### src/rtl/fast_mem_pkg.sv
// fast_mem_pkg: shared types and default geometry for the frame memory read path
package fast_mem_pkg;

    localparam int DEF_ADDR_W     = 16;
    localparam int DEF_DATA_W     = 8;
    localparam int DEF_IMG_W      = 8;
    localparam int DEF_IMG_H      = 4;
    localparam int DEF_RD_LAT     = 1;
    localparam int DEF_FIFO_DEPTH = 4;

    // Coordinate width for a dimension of n pixels; a single-pixel dimension still needs one bit.
    function automatic int coord_w(input int n);
        return (n > 1) ? $clog2(n) : 1;
    endfunction

    localparam int DEF_X_W = coord_w(DEF_IMG_W);
    localparam int DEF_Y_W = coord_w(DEF_IMG_H);

    typedef enum logic [1:0] {
        IDLE,
        ISSUE,
        DRAIN,
        FIN
    } rd_state_t;

    // Pixel beat layout for the default frame geometry.
    typedef struct packed {
        logic [DEF_DATA_W-1:0] data;
        logic [DEF_X_W-1:0]    x;
        logic [DEF_Y_W-1:0]    y;
        logic                  last;
    } pix_beat_t;

endpackage

### src/rtl/sync_fifo.sv
// sync_fifo: single-clock FIFO with occupancy count; head reads as zero while empty
module sync_fifo #(
    parameter int W     = 8,
    parameter int DEPTH = 4
) (
    input  logic                   clk,
    input  logic                   rst,
    input  logic                   push_i,
    input  logic [W-1:0]           wdata_i,
    input  logic                   pop_i,
    output logic [W-1:0]           rdata_o,
    output logic [$clog2(DEPTH):0] count_o,
    output logic                   empty_o,
    output logic                   full_o
);

    localparam int AW    = $clog2(DEPTH);
    localparam int CNT_W = AW + 1;

    logic [W-1:0]     mem_q [DEPTH];
    logic [AW-1:0]    wr_q, wr_d, rd_q, rd_d;
    logic [CNT_W-1:0] cnt_q, cnt_d;
    logic             do_push, do_pop;

    // A pop needs data; a push into a full FIFO is only taken alongside a pop.
    always_comb begin
        do_pop  = pop_i && cnt_q != '0;
        do_push = push_i && (cnt_q != CNT_W'(DEPTH) || do_pop);
        wr_d    = do_push ? wr_q + AW'(1) : wr_q;
        rd_d    = do_pop ? rd_q + AW'(1) : rd_q;
        cnt_d   = cnt_q + CNT_W'(do_push) - CNT_W'(do_pop);
    end

    // Storage needs no reset; only the pointers define what is valid.
    always_ff @(posedge clk) begin
        if (do_push) mem_q[wr_q] <= wdata_i;
    end

    // Pointer and occupancy registers.
    always_ff @(posedge clk) begin
        if (rst) begin
            wr_q  <= '0;
            rd_q  <= '0;
            cnt_q <= '0;
        end else begin
            wr_q  <= wr_d;
            rd_q  <= rd_d;
            cnt_q <= cnt_d;
        end
    end

    assign empty_o = cnt_q == '0;
    assign full_o  = cnt_q == CNT_W'(DEPTH);
    assign count_o = cnt_q;
    assign rdata_o = empty_o ? '0 : mem_q[rd_q];

endmodule

### src/rtl/frame_mem_reader.sv
// frame_mem_reader: raster-order frame fetch from synchronous memory into a valid/ready pixel stream
module frame_mem_reader
    import fast_mem_pkg::*;
#(
    parameter int ADDR_W     = DEF_ADDR_W,
    parameter int DATA_W     = DEF_DATA_W,
    parameter int IMG_W      = DEF_IMG_W,
    parameter int IMG_H      = DEF_IMG_H,
    parameter int RD_LAT     = DEF_RD_LAT,
    parameter int FIFO_DEPTH = DEF_FIFO_DEPTH
) (
    input  logic                      clk,
    input  logic                      rst,
    input  logic                      start,
    input  logic [ADDR_W-1:0]         base_addr,
    output logic                      busy,
    output logic                      done,
    output logic                      mem_re,
    output logic [ADDR_W-1:0]         mem_addr,
    input  logic [DATA_W-1:0]         mem_rdata,
    output logic                      out_valid,
    input  logic                      out_ready,
    output logic [DATA_W-1:0]         out_data,
    output logic [coord_w(IMG_W)-1:0] out_x,
    output logic [coord_w(IMG_H)-1:0] out_y,
    output logic                      out_last
);

    localparam int XW = coord_w(IMG_W);
    localparam int YW = coord_w(IMG_H);
    localparam int BW = DATA_W + XW + YW + 1;
    localparam int CW = $clog2(FIFO_DEPTH) + 1;

    typedef struct packed {
        logic [DATA_W-1:0] data;
        logic [XW-1:0]     x;
        logic [YW-1:0]     y;
        logic              last;
    } beat_t;

    rd_state_t         state_q, state_d;
    logic [ADDR_W-1:0] addr_q, addr_d;
    logic [XW-1:0]     ix_q, ix_d;
    logic [YW-1:0]     iy_q, iy_d;
    logic [RD_LAT-1:0] vld_q;
    logic [XW-1:0]     px_q [RD_LAT];
    logic [YW-1:0]     py_q [RD_LAT];
    logic [RD_LAT-1:0] pl_q;
    logic [CW-1:0]     fifo_count, inflight, occupancy;
    logic              fifo_empty, fifo_full;
    logic              issue, pop, push, ix_end, iy_end;
    beat_t             head, push_beat;

    // Credit check: reads in flight plus buffered pixels, net of this cycle's pop, must leave a free slot.
    always_comb begin
        inflight = '0;
        for (int i = 0; i < RD_LAT; i++) inflight = inflight + CW'(vld_q[i]);
        out_valid = !fifo_empty;
        pop       = out_valid && out_ready;
        occupancy = fifo_count + inflight - CW'(pop);
        issue     = state_q == ISSUE && occupancy < CW'(FIFO_DEPTH);
        ix_end    = ix_q == XW'(IMG_W - 1);
        iy_end    = iy_q == YW'(IMG_H - 1);
        push      = vld_q[RD_LAT-1];
        push_beat = {mem_rdata, px_q[RD_LAT-1], py_q[RD_LAT-1], pl_q[RD_LAT-1]};
        busy      = state_q == ISSUE || state_q == DRAIN;
        done      = state_q == FIN;
        mem_re    = issue;
        mem_addr  = issue ? addr_q : '0;
        out_data  = head.data;
        out_x     = head.x;
        out_y     = head.y;
        out_last  = head.last;
    end

    // Frame walk: the address runs alongside the raster counters, so no multiply is needed.
    always_comb begin
        state_d = state_q;
        addr_d  = addr_q;
        ix_d    = ix_q;
        iy_d    = iy_q;
        unique case (state_q)
            IDLE: begin
                if (start) begin
                    state_d = ISSUE;
                    addr_d  = base_addr;
                    ix_d    = '0;
                    iy_d    = '0;
                end
            end
            ISSUE: begin
                if (issue) begin
                    addr_d  = addr_q + ADDR_W'(1);
                    ix_d    = ix_end ? '0 : ix_q + XW'(1);
                    iy_d    = ix_end ? iy_q + YW'(1) : iy_q;
                    state_d = (ix_end && iy_end) ? DRAIN : ISSUE;
                end
            end
            DRAIN: state_d = (pop && head.last) ? FIN : DRAIN;
            FIN:   state_d = IDLE;
            default: state_d = IDLE;
        endcase
    end

    // Control state and the read-valid pipe; reset drops any read still in flight.
    always_ff @(posedge clk) begin
        if (rst) begin
            state_q <= IDLE;
            addr_q  <= '0;
            ix_q    <= '0;
            iy_q    <= '0;
            vld_q   <= '0;
        end else begin
            state_q  <= state_d;
            addr_q   <= addr_d;
            ix_q     <= ix_d;
            iy_q     <= iy_d;
            vld_q[0] <= issue;
            for (int i = 1; i < RD_LAT; i++) vld_q[i] <= vld_q[i-1];
        end
    end

    // Coordinates travel with each read so the returning pixel knows where it sits.
    always_ff @(posedge clk) begin
        px_q[0] <= ix_q;
        py_q[0] <= iy_q;
        pl_q[0] <= ix_end && iy_end;
        for (int i = 1; i < RD_LAT; i++) begin
            px_q[i] <= px_q[i-1];
            py_q[i] <= py_q[i-1];
            pl_q[i] <= pl_q[i-1];
        end
    end

    sync_fifo #(
        .W     (BW),
        .DEPTH (FIFO_DEPTH)
    ) u_fifo (
        .clk     (clk),
        .rst     (rst),
        .push_i  (push),
        .wdata_i (push_beat),
        .pop_i   (pop),
        .rdata_o (head),
        .count_o (fifo_count),
        .empty_o (fifo_empty),
        .full_o  (fifo_full)
    );

    assert property (@(posedge clk) disable iff (rst) !(push && fifo_full && !pop));

endmodule

### config.mk
export PLATFORM = sky130hd
export DESIGN_NAME = frame_mem_reader
export DESIGN_NICKNAME = d
export VERILOG_FILES = /design/src/rtl/fast_mem_pkg.sv /design/src/rtl/sync_fifo.sv /design/src/rtl/frame_mem_reader.sv
export SDC_FILE = /design/constraint.sdc
export NUM_CORES = 1
export LEC_CHECK = 0
export CORE_AREA = 3 3 136 152
export CTS_CLUSTER_SIZE = 12
export DETAILED_ROUTE_END_ITERATION = 8
export DIE_AREA = 0 0 139 155
export MAX_ROUTING_LAYER = met4
export PLACE_DENSITY_LB_ADDON = 0.25
export SLEW_MARGIN = 20
export SYNTH_ARGS = -nofsm -noshare
export SYNTH_HDL_FRONTEND = slang
export SYNTH_SLANG_ARGS = --single-unit
export TNS_END_PERCENT = 30
### constraint.sdc
create_clock -name clk -period 8.85 [get_ports clk]
set_clock_uncertainty 0.15 [all_clocks]
set_input_delay 1.77 -clock clk [delete_from_list [all_inputs] [get_ports clk]]
set_output_delay 1.77 -clock clk [all_outputs]
set_load 0.02 [all_outputs]
[Word-level counts from Yosys, hierarchy flattened]
Memory sizes are Yosys's and may differ from the RTL's. A register that Yosys moved wholly into a read port is not among the register bits.
Index checks and enable logic that the tools add are counted.
Cells by class
  order comparisons: 1
  eq/ne operators: 9
  multiplexer cells: 22
  reduce and logical (&&, ||, !) cells: 16
  add/sub/neg operators: 9
Operators by type and width (number)
  two-way mux 16 bit: 3
  one-hot mux 16 bit (2 select lines): 1
  adder 16 x 1 -> 16 bit (second input constant): 1
  two-way mux 2 bit: 8
  two-way mux 14 bit: 1
  two-way mux 3 bit: 3
  one-hot mux 2 bit (4 select lines): 1
  adder 2 x 1 -> 2 bit (second input constant): 3
  adder 3 x 1 -> 3 bit: 2
  equality test 2 bit (second input constant): 3
  logical AND 1 bit: 6
  inequality test 2 bit (second input constant): 3
  one-hot mux 3 bit (2 select lines): 1
  subtractor 3 x 1 -> 3 bit: 2
  one-hot mux 2 bit (2 select lines): 1
  AND reduction 4 bit: 1
  adder 3 x 1 -> 3 bit (second input constant): 1
  equality test 3 bit (second input constant): 1
  logical NOT 3 bit: 1
  less-than comparator 3 bit (second input constant): 1
  two-way mux 1 bit: 3
  inequality test 3 bit (second input constant): 1
  AND reduction 3 bit: 1
  nonzero test 3 bit: 1
  6 further kinds: 7
Storage, ports and cells
  flip-flop bits (word level): 32
  memories kept: 3
  word-level logic and storage cells: 69
  bits in writable memories: 61
  output and inout port bits: 34
  bits of input ports: 28
Memories
  u_fifo.mem_q: words 4, bits a word 14, read ports 1, clocked after memory_dff 1, wr ports 1, line sync_fifo.sv:20  | logic [W-1:0] mem_q [DEPTH];
  px_q: words 1, bits a word 3, read ports 1, clocked after memory_dff 0, wr ports 1, line frame_mem_reader.sv:46  | logic [XW-1:0] px_q [RD_LAT];
  py_q: words 1, bits a word 2, read ports 1, clocked after memory_dff 0, wr ports 1, line frame_mem_reader.sv:47  | logic [YW-1:0] py_q [RD_LAT];

[Logic depth before layout (Yosys ltp)]
Gate-level depths: netlist of the first run.
  depth after elaboration: 8
  depth in mapped cells: 12
  mapped depth without buffers: 10

[Cells and area by module]
Synthesis of the first run repeated with hierarchy kept, for this count alone.
Unflattened totals
  cells, all modules: 359
  area, all modules: 4593.2 um2
Modules (own cells, without submodules)
  sync_fifo: area an instance 2705.1 um2, times used 1, cells each 137, seq. area each 1861.8 um2
  frame_mem_reader: area an instance 1888.1 um2, times used 1, cells each 222, seq. area each 600.6 um2

[Least setup slack after synthesis of the first run]
OpenSTA, ideal clock, no wires.
  path type: in2out
  start: input port out_ready
  end: output port mem_addr[10]
  required time: 6930 ps
  data arrival time: 3355 ps
  cell stages on the path: 9
  slack: 3575 ps
  path buffers: 1
  cell sequence: nor2b_1 -> ha_1 -> inv_1 -> ha_1 -> and3b_1 -> nor3_1 -> or2_2 -> clkbuf_1 -> and3_1
On the way
  longest elaborated chain between the ends: 5
RTL lines
  start: declaration: line frame_mem_reader.sv:22  | input logic out_ready,
  logical AND 1 bit: line frame_mem_reader.sv:59  | pop = out_valid && out_ready;
  subtractor 3 x 1 -> 3 bit: line frame_mem_reader.sv:60  | occupancy = fifo_count + inflight - CW'(pop);
  less-than comparator 3 bit: line frame_mem_reader.sv:61  | issue = state_q == ISSUE && occupancy < CW'(FIFO_DEPTH);
  logical AND 1 bit: line frame_mem_reader.sv:61
  two-way mux 16 bit: line frame_mem_reader.sv:69  | mem_addr = issue ? addr_q : '0;
  end: declaration: line frame_mem_reader.sv:19  | output logic [ADDR_W-1:0] mem_addr,
No other way between the ends.

[Worst setup path after layout of the first run]
  start: input port out_ready
  end: output port mem_addr[9]
The elaborated chain is that of the path after synthesis.

==> results of run 1 <==
[layer usage]
metal	wire length (um)	vias to the layer above	GRT usage, %
li1	-	1452	-
met1	4780	1457	12.5
met2	4800	91	15.9
met3	470	12	2.61
met4	127	0	2.70
met5	0	-	-
[synthesized netlist by cell type, types with 2 or more instances]
| cell type | instances | area share (%) |
|---|---|---|
| edfxtp_1 | 56 | 38 |
| dfxtp_1 | 39 | 18 |
| a21oi_1 | 22 | 2.5 |
| and3_1 | 21 | 3.0 |
| nand2_1 | 21 | 1.8 |
| nor2_1 | 21 | 1.8 |
| ha_1 | 17 | 4.8 |
| inv_1 | 17 | 1.5 |
| mux4_2 | 14 | 7.2 |
| nor2b_1 | 12 | 1.7 |
| nand3_1 | 9 | 1.0 |
| and2_1 | 8 | 1.1 |
| clkbuf_1 | 8 | 0.68 |
| nand4_1 | 7 | 1.0 |
| nor4_1 | 7 | 1.0 |
| o21ai_0 | 7 | 0.80 |
| xnor2_1 | 7 | 1.4 |
| and2b_1 | 6 | 1.0 |
| nor3_1 | 6 | 0.68 |
| buf_6 | 5 | 1.3 |
| buf_2 | 4 | 0.46 |
| o32ai_1 | 4 | 0.80 |
| a211oi_1 | 3 | 0.51 |
| a22o_1 | 3 | 0.60 |
| a221oi_1 | 2 | 0.40 |
| a31o_2 | 2 | 0.40 |
| a32o_1 | 2 | 0.46 |
| and3b_1 | 2 | 0.40 |
| mux2i_1 | 2 | 0.46 |
| nand2b_1 | 2 | 0.28 |
| nand3b_1 | 2 | 0.34 |
| o2111ai_1 | 2 | 0.40 |
| or2_2 | 2 | 0.28 |
| xor2_1 | 2 | 0.40 |
[power by group]
group | total [mW] | internal (mW) | switching (mW)
Clock | 0.386 | 0.218 | 0.168
Sequential | 0.601 | 0.527 | 0.0744
Combinational | 0.560 | 0.256 | 0.305
[sequential cells by signal, summed over array words and instances (netlist names), named ones only]
name	flops
addr_q	16
ix_q	3
iy_q	2
pl_q	1
push	1
px_q	3
py_q	2
state_q	1
u_fifo.count_o	3
u_fifo.mem_q	56
u_fifo.rd_q	2
u_fifo.wr_q	2
[how the worst max path moves through the flow]
stage	from	to	slack, ps	cells after the start
6_report	out_ready	mem_addr[9]	2390	10
5_1_grt	out_ready	mem_addr[9]	2180	10
4_1_cts	out_ready	mem_addr[9]	2370	10
3_5_place_dp	out_ready	mem_addr[9]	2380	10
3_3_place_gp	out_ready	mem_addr[1]	2450	10
2_1_floorplan	out_ready	mem_addr[10]	3570	9
[cell families after synthesis]
group           share of synthesized area [%]
mux                                      7.88
compound gates                           8.62
fa+ha+maj                                5.29
buf+inv                                  4.24
flops                                    56.0
xor+xnor                                 1.79
simple gates                             16.2
[metrics by stage]
step / total power [mW] / hold WS (ps) / util (%) / cell area (um2) / std cells
finish: 1.55 / 224 / 28.9 / 5520 / 668
global route: 1.65 / 230 / 28.9 / 5520 / 668
CTS: 1.57 / 223 / 28.9 / 5520 / 668
detailed placement: 1.18 / 222 / 27.3 / 5220 / 652
global placement: 1.17 / 215 / 27.3 / 5220 / 652
floorplan: 0.995 / 199 / - / 4400 / 360
[area by class of cell]
| cell class | instances | share of cell area, % |
|---|---|---|
| flip-flops and latches | 95 | 44.6 |
| multi-input cells | 229 | 31.7 |
| repair buffers | 64 | 11.5 |
| well taps | 247 | 5.59 |
| clock buffers | 12 | 4.85 |
| inverters | 17 | 1.16 |
| clock inverters | 4 | 0.612 |
[worst max-delay path, delay by kind of cell]
kind | cells | cell delay, ps
buffers and inverters | 3 | 1160
and+or+nand+nor | 5 | 1180
adders and majority gates | 2 | 430
==> results by group, run 1 <==
Setup path
  – Crit path largest cell delay: 620 ps
  – Critical Path Source Type: primary input
  – Slowest CP cell: clkdlybuf4s50_1
  – Reg-to-reg setup timing slack: between 5000 and 6000 ps
  – Cell Chain, Critical Path: clkdlybuf4s50_1, nor2b_1, ha_1, inv_1, ha_1, and3b_1, nor3_1, or2_2, and3_1, clkdlybuf4s50_1
  – Reg2Reg Depth: 8
  – CP Class: in2out
  – CP Max Fanout: 21
  – Worst path required time: approximately 6900 ps
  – Crit Reg-Reg Endpoint: addr_q[0]$_SDFFE_PP0P_
  – CP Capture Type: primary output
  – Crit path DAT: roughly 4500 ps

Final layout
  – Fill cells: 1967
  – Register area: around 0.0025 mm2
  – Layout cells sized above 1: approximately a tenth
  – Multi-input gate area: approximately 0.0018 mm2
  – Antenna Diode Count: 0
  – Commonest non-fill, non-tap cell in the layout: clkdlybuf4s50_1
  – Area Growth Syn to Fin: 25.6%
  – Commonest non-fill, non-tap cells in the layout: clkdlybuf4s50_1 (61), edfxtp_1 (56), dfxtp_1 (38)
  – Layout Nets: 462

Logic synthesis
  – Syn Std Cell Area: around 0.0044 mm2
  – Yosys reg bits: 95
  – Mapped Avg Cell Area: 12.2 um2
  – Mapped Nets: 406
  – Synthesized instance count: 360
  – Post-synth EDFFs: 56
  – Synth warn: 0
  – Sequential-to-total area share from yosys stat: between 50% and 60%
  – Netlist cell types: 50
  – Ys async rst share: 0%
  – Most common flop cell mapped by yosys: edfxtp_1

STA
  – Hold Vio Cnt, Final: 0
  – Relative slew slack: 46.9%
  – Slew @ Worst Pin: about 800 ps
  – RSZ-0062 raised after global routing: no
  – Final setup viols: 0
  – Slew Limit Fails: 0
  – Max frequency: about 150 MHz
  – Final TNS setup: 0 ps
  – PnR worst setup slack: ~2400 ps
  – Final period util: 73.0%
  – Min cycle time layout: approximately 6500 ps

Die
  – # IOs: 62
  – Die W: 139 um
  – Starting density of the core: between 20% and 30%
  – Core region area: 0.0191 mm2
  – Die ar.: approximately 0.022 mm2
  – FP Rows: 53
  – Die Y: about 160 um

Power
  – Cell Pwr Density: approximately 280 mW/mm2
  – Pleak: between 1.5 and 2 nW
  – Max VDD drop: around 0.13 mV

Clock tree
  – CTS clk-pin slew, worst paths: 70 ps
  – Later-pin clock latency in the skew report: between 300 and 400 ps
  – Maximum root-to-sink buffer count: 2
  – CTS H-tree depth: 3
  – CTS Buf Count: 9
  – Hold_buf cts: 0
  – Sink Count: 95
  – TritonCTS clock tree: done
  – Root Buffer: clkbuf_16
  – CTS resizes: 0
  – Post-CTS Setup Bufs: 0

Placement
  – I/O Buffers: slightly above 60
  – Post-place setup slack: about 2400 ps
  – GPL Wtd Cong: about 0.76
  – DP Wirelength: ~6.7 mm

Route
  – Routed WL: between 10 and 15 mm
  – DRT iter0 DRCs: about 160
  – Vias: 3012
  – Routed WL per cell: 15.2 um
  – Via-per-instance ratio: 4.51
  – DRC errors left: 0
  – Number of routed nets with antenna violations: 0
  – DRT Pass-1 Iters: 4

Worst hold path
  – Hold Path Stages: 0
  – Hold Startpoint: iy_q[1]$_SDFFE_PP0P_
  – Worst Hold Endpoint: py_q[0][1]$_DFF_P_
  – Min-Delay Path Class: reg2reg

Global route
  – Initial antenna violation count: 0
  – Grt total ovfl: 0
  – Gr usage total: 9.90%
  – Vias in the first global route: 3119
  – First-pass GRT wire length: 16.6 mm
  – Pin count of the biggest net entering global routing: 43

Status
  – Status: finished, final reports clean

Run
  – Max-cap violations: 0
No activity file was read; power rests on OpenSTA's default activity.
==> run 2: changes to the inputs <==
==> constraint.sdc (replaced) <==
create_clock -name clk -period 6.6 [get_ports clk]
set_clock_uncertainty 0.15 [all_clocks]
set_input_delay 1.32 -clock clk [delete_from_list [all_inputs] [get_ports clk]]
set_output_delay 1.32 -clock clk [all_outputs]
set_load 0.02 [all_outputs]
==> results by group, run 2 (same netlist as run 1, synthesis figures left out) <==
Clock tree
  – Maximum root-to-sink buffer count: 2 (unchanged)
  – Later-pin clock latency in the skew report: 340 ps (about the same)
  – Root Buffer: clkbuf_16
  – CTS clk-pin slew, worst paths: 70 ps (about the same)
  – Sink Count: 95 (unchanged)
  – CTS H-tree depth: 3 (unchanged)
  – Post-CTS Setup Bufs: 0 (unchanged)
  – CTS Buf Count: 9 (unchanged)
  – Hold_buf cts: 0 (unchanged)
  – TritonCTS clock tree: done
  – CTS resizes: 0 (unchanged)

Die
  – Starting density of the core: 23.0% (unchanged)
  – Die W: 139 um (unchanged)
  – # IOs: 62 (unchanged)
  – Die ar.: 0.0215 mm2 (unchanged)
  – Core region area: 0.0191 mm2 (unchanged)
  – Die Y: 155 um (unchanged)
  – FP Rows: 53 (unchanged)

Placement
  – Placed Area: 0.00522 mm2 (unchanged)
  – Placed cells: 652 (unchanged)
  – Post-place setup slack: 989 ps (-1390 ps)
  – GPL Wtd Cong: 0.747 (-1.8%)
  – I/O Buffers: 61 (unchanged)
  – DP Wirelength: 6.81 mm (+1.6%)

Route
  – Via-per-instance ratio: 4.55 (+0.96%)
  – Vias: 3041 (+0.96%)
  – DRC errors left: 0 (unchanged)
  – Met1 WL: 4.87 mm (+1.8%)
  – Metal3 WL: 517 um (+10%)
  – Met2 wire length: 4.87 mm (+1.4%)
  – DRT iter0 DRCs: 155 (-0.64%)
  – Routed WL: 10.3 mm (+1.4%)
  – Number of routed nets with antenna violations: 0 (unchanged)
  – Top sig layer: met4
  – DRT Pass-1 Iters: 4 (unchanged)
  – Routed WL per cell: 15.5 um (+1.4%)

Global route
  – First-pass GRT wire length: 16.6 mm (unchanged)
  – Initial antenna violation count: 0 (unchanged)
  – Pin count of the biggest net entering global routing: 43 (unchanged)
  – Grt total ovfl: 0 (unchanged)
  – Gr usage total: 9.83% (-0.068 points)
  – Vias in the first global route: 3074 (-1.4%)

STA
  – Max frequency: 178 MHz
  – Slew @ Worst Pin: 813 ps (+16.9 ps)
  – Hold Vio Cnt, Final: 0 (unchanged)
  – RSZ-0062 raised after global routing: no
  – Final setup viols: 0 (unchanged)
  – Min cycle time layout: ~5600 ps
  – PnR worst setup slack: 988 ps (-1400 ps)
  – Hold Worst Slack: 229 ps (+4.81 ps)
  – Final period util: 85.0%
  – Relative slew slack: 45.8% (-1.1 points)
  – Slew Limit Fails: 0 (unchanged)
  – Final TNS setup: 0 ps (unchanged)

Power
  – Pleak: 1.90 nW (-1.1%)
  – Pwr Total: 2.05 mW (+32%)
  – Cell Pwr Density: 372 mW/mm2 (+33%)
  – Max VDD drop: 0.153 mV (+17%)

Final layout
  – Fill cells: 1987 (+1.0%)
  – Fin util: 28.8% (-0.14 points)
  – Largest registers: u_fifo.mem_q (56), addr_q (16)
  – Multi-input gate area: 0.00175 mm2 (unchanged)
  – Final Non-Filler Cells: 668 (unchanged)
  – Layout cells sized above 1: 9.74% (-0.24 points)
  – Commonest non-fill, non-tap cells in the layout: clkdlybuf4s50_1 (61), edfxtp_1 (56), dfxtp_1 (38)
  – Commonest non-fill, non-tap cell in the layout: clkdlybuf4s50_1
  – Register area: 0.00246 mm2 (unchanged)
  – Antenna Diode Count: 0 (unchanged)
  – Layout Nets: 462 (unchanged)
  – Number of flip-flops in the largest register: 56 (unchanged)
  – Area Growth Syn to Fin: 25.0%
  – Largest Register: u_fifo.mem_q
  – Final instance area: 0.00550 mm2 (-0.48%)

Run
  – Max-cap violations: 0 (unchanged)

Setup path
  – CP Max Fanout: 21 (unchanged)
  – CP Class: in2out
  – Worst path required time: 5130 ps (-1800 ps)
  – CP Capture Type: primary output
  – Crit path DAT: 4140 ps (-400 ps)
  – Critical Path Source Type: primary input

Worst hold path
  – Min-Delay Path Class: reg2reg

Status
  – Status: finished, final reports clean
[run 2: cell types whose count changed in the layout (fill, tap and decap cells not counted), sizes merged]
| cell | before | now |
|---|---|---|
| clkinvlp | 1 | 3 |
| clkbuf | 12 | 11 |
| inv | 19 | 18 |
[run 2: final cells by class]
type,instances,share of cell area [%]
clock buffers,11,4.23
multi-input cells,229,31.9
clock inverters,5,0.774
repair buffers,64,11.5
well taps,247,5.62
inverters,17,1.16
flip-flops and latches,95,44.8
[run 2: where the power goes]
group          internal (mW)  switching, mW
Sequential             0.706          0.101
Clock                  0.259          0.223
Combinational          0.342          0.414
[run 2: routing by layer]
metal,vias up,track usage [%]
met3,9,2.46
met1,1492,12.3
met5,-,-
met2,90,16.2
met4,0,2.24
li1,1450,-
[run 2: worst max-delay path: stages]
cell,delay (ps)
clkdlybuf4s50_1,500
nor2b_1,160
ha_1,150
inv_1,40
ha_1,270
and3b_1,180
nor3_1,250
or2_2,410
and3_1,230
clkdlybuf4s50_1,620
[run 2: final timing paths]
path / from / end / slack [ps] / cells after the start
max: out_ready / mem_addr[9] / 990 / 10
min: iy_q[1]$_SDFFE_PP0P_ / py_q[0][1]$_DFF_P_ / 230 / 0
max reg2reg: flip-flop / addr_q[0]$_SDFFE_PP0P_ / 3330 / 8
min reg2reg: iy_q[1]$_SDFFE_PP0P_ / py_q[0][1]$_DFF_P_ / 230 / 0
==> run 3: changes to the inputs <==
--- a/config.mk
+++ b/config.mk
@@ -5,12 +5,14 @@
 export SDC_FILE = /design/constraint.sdc
 export NUM_CORES = 1
 export LEC_CHECK = 0
-export CORE_AREA = 3 3 136 152
+export CORE_AREA = 3 3 91 101
 export CTS_CLUSTER_SIZE = 12
 export DETAILED_ROUTE_END_ITERATION = 8
-export DIE_AREA = 0 0 139 155
+export DIE_AREA = 0 0 94 104
+export HOLD_SLACK_MARGIN = 0.12
 export MAX_ROUTING_LAYER = met4
 export PLACE_DENSITY_LB_ADDON = 0.25
+export SKIP_LAST_GASP = 1
 export SLEW_MARGIN = 20
 export SYNTH_ARGS = -nofsm -noshare
 export SYNTH_HDL_FRONTEND = slang
==> results by group, run 3 (same netlist as run 1, synthesis figures left out) <==
Global route
  – Vias in the first global route: 3035 (-1.3%)
  – Gr usage total: 19.3% (+9.5 points)
  – First-pass GRT wire length: 14.6 mm (-12%)
  – Pin count of the biggest net entering global routing: 33 (-23%)
  – Initial antenna violation count: 0 (unchanged)
  – Grt total ovfl: 0 (unchanged)

Setup path
  – CP Class: in2out
  – Crit path DAT: 4080 ps (-60 ps)
  – Worst path top cell family by delay: simple AND/OR/NAND/NOR gates
  – CP Capture Type: primary output
  – Worst path required time: 5130 ps (about the same)
  – Slowest CP cell: clkdlybuf4s50_1
  – Critical Path Source Type: primary input
  – CP Max Fanout: 21 (unchanged)
  – Cell Chain, Critical Path: clkdlybuf4s50_1, nor2b_1, ha_1, inv_1, ha_1, and3b_1, nor3_1, or2_2, and3_1, clkdlybuf4s50_1
  – Buf/Inv on CP: 3 (unchanged)
  – Crit path largest cell delay: 610 ps (about the same)

Final layout
  – Final instance area: 0.00525 mm2 (-4.6%)
  – Area Growth Syn to Fin: 19.4%
  – Layout Nets: 462 (unchanged)
  – Number of flip-flops in the largest register: 56 (unchanged)
  – Largest registers: u_fifo.mem_q (56), addr_q (16)
  – Antenna Diode Count: 0 (unchanged)
  – Multi-input gate area: 0.00175 mm2 (unchanged)
  – Fill cells: 665 (-67%)
  – Layout cells sized above 1: 9.98% (+0.24 points)
  – Commonest non-fill, non-tap cell in the layout: clkdlybuf4s50_1
  – Register area: 0.00246 mm2 (about the same)
  – Commonest non-fill, non-tap cells in the layout: clkdlybuf4s50_1 (61), edfxtp_1 (56), dfxtp_1 (39)
  – Largest Register: u_fifo.mem_q

Route
  – Via-per-instance ratio: 5.65 (+24%)
  – Vias: 3005 (-1.2%)
  – Number of routed nets with antenna violations: 0 (unchanged)
  – DRT iter0 DRCs: 156 (+0.65%)
  – DRT Pass-1 Iters: 4 (unchanged)
  – Routed WL per cell: 16.4 um (+6.0%)
  – Routed WL: 8.72 mm (-16%)
  – DRC errors left: 0 (unchanged)

Clock tree
  – Hold_buf cts: 0 (unchanged)
  – Later-pin clock latency in the skew report: 360 ps (+20 ps)
  – Sink Count: 95 (unchanged)
  – Post-CTS Setup Bufs: 0 (unchanged)
  – TritonCTS clock tree: done
  – Maximum root-to-sink buffer count: 2 (unchanged)
  – CTS clk-pin slew, worst paths: 110 ps (+40 ps)
  – CTS H-tree depth: 3 (unchanged)
  – CTS resizes: 0 (unchanged)
  – CTS Buf Count: 9 (unchanged)
  – Root Buffer: clkbuf_8

Power
  – Clk pwr share: 19.3% (-4.3 points)
  – Cell Pwr Density: 365 mW/mm2 (-1.9%)
  – Internal power: 1.20 mW (-8.4%)
  – Sw Pwr: 717 uW (-2.8%)
  – Sw frac: 37.5% (+1.4 points)
  – Max VDD drop: 0.188 mV (+23%)
  – Gate power share: 39.0% (+2.0 points)
  – Pleak: 1.87 nW (-1.4%)
  – Sequential power share: 41.7% (+2.2 points)

STA
  – Slew @ Worst Pin: 918 ps (+104 ps)
  – Final setup viols: 0 (unchanged)
  – Hold Worst Slack: 229 ps (-0.782 ps)
  – Max frequency: 180 MHz (+1.2%)
  – Min cycle time layout: 5550 ps (-66.4 ps)
  – Relative slew slack: 38.7% (-7.0 points)
  – Final TNS setup: 0 ps (unchanged)
  – Slew Limit Fails: 0 (unchanged)
  – Final period util: 84.0% (-1.0 points)
  – Hold Vio Cnt, Final: 0 (unchanged)
  – PnR worst setup slack: 1050 ps (+66.4 ps)
  – RSZ-0062 raised after global routing: no

Worst hold path
  – Min-Delay Path Class: reg2reg

Die
  – # IOs: 62 (unchanged)
  – Starting density of the core: 52.8% (+30 points)
  – FP Rows: 35 (-34%)
  – Die W: 94 um (-32%)
  – Core region area: 0.00832 mm2 (-56%)
  – Die ar.: 0.00978 mm2 (-55%)
  – Die Y: 104 um (-33%)

Placement
  – DP Wirelength: 5.99 mm (-12%)
  – Post-place setup slack: 1050 ps (+58.1 ps)
  – GPL Wtd Cong: 0.836 (+12%)
  – I/O Buffers: 61 (unchanged)
  – Placed Area: 0.00505 mm2 (-3.3%)

Status
  – Status: finished, final reports clean

Run
  – Max-cap violations: 0 (unchanged)
[run 3: cell types whose count changed in the layout (fill, tap and decap cells not counted)]
| cell | previous run | this run |
|---|---|---|
| clkbuf_8 | 0 | 9 |
| clkbuf_16 | 9 | 0 |
| inv_6 | 0 | 2 |
| dfxtp_1 | 38 | 39 |
| clkbuf_1 | 2 | 0 |
| dfxtp_2 | 1 | 0 |
| inv_8 | 1 | 2 |
| clkinvlp_4 | 3 | 1 |
| clkinv_8 | 0 | 1 |
[run 3: final cells by class]
cell class | count | area share [%]
inverter | 17 | 1.22
timing repair buffer | 64 | 12.1
clock inverter | 7 | 1.38
multi-input combinational | 229 | 33.4
sequential | 95 | 46.9
clock buffer | 9 | 2.36
tap | 111 | 2.65
[run 3: per-stage QoR]
step	cells	utilization [%]	total power, mW
floorplan	360	-	1.33
global placement	516	60.7	1.54
detailed placement	516	60.7	1.56
CTS	532	63.1	1.93
global route	532	63.1	2.04
finish	532	63.1	1.92
[run 3: per-layer routing]
| metal | GRT usage, % | share of wire [%] |
|---|---|---|
| met2 | 31.3 | 51 |
| met1 | 25.0 | 43 |
| met3 | 3.62 | 4.7 |
| met4 | 5.26 | 0.92 |
| met5 | - | 0 |
[run 3: final timing paths]
path                                     start                     end  slack [ps]  cells after the start
setup / recovery                     out_ready            mem_addr[14]        1050                     10
hold / removal            ix_q[1]$_SDFFE_PP0P_      px_q[0][1]$_DFF_P_         230                      0
setup reg to reg  u_fifo.count_o[1]$_SDFF_PP0_  addr_q[0]$_SDFFE_PP0P_        3400                     11
hold reg to reg           ix_q[1]$_SDFFE_PP0P_      px_q[0][1]$_DFF_P_         230                      0
[run 3: worst reg2reg max path, delay by kind of cell, from the launching register on]
family / cells / cell delay [ps]
simple gates: 4 / 1020
compound gates: 3 / 900
fa+ha+maj: 2 / 400
flops: 1 / 370
buf+inv: 2 / 300
[run 3: power by group through the flow]
stage / clock [mW] / sequential (mW) / combinational (mW)
after CTS: 0.380 / 0.800 / 0.753
after global placement: 0 / 0.810 / 0.730
final: 0.369 / 0.799 / 0.747
after detailed placement: 0 / 0.813 / 0.752
after global routing: 0.404 / 0.816 / 0.818
after floorplan: 0 / 0.766 / 0.568
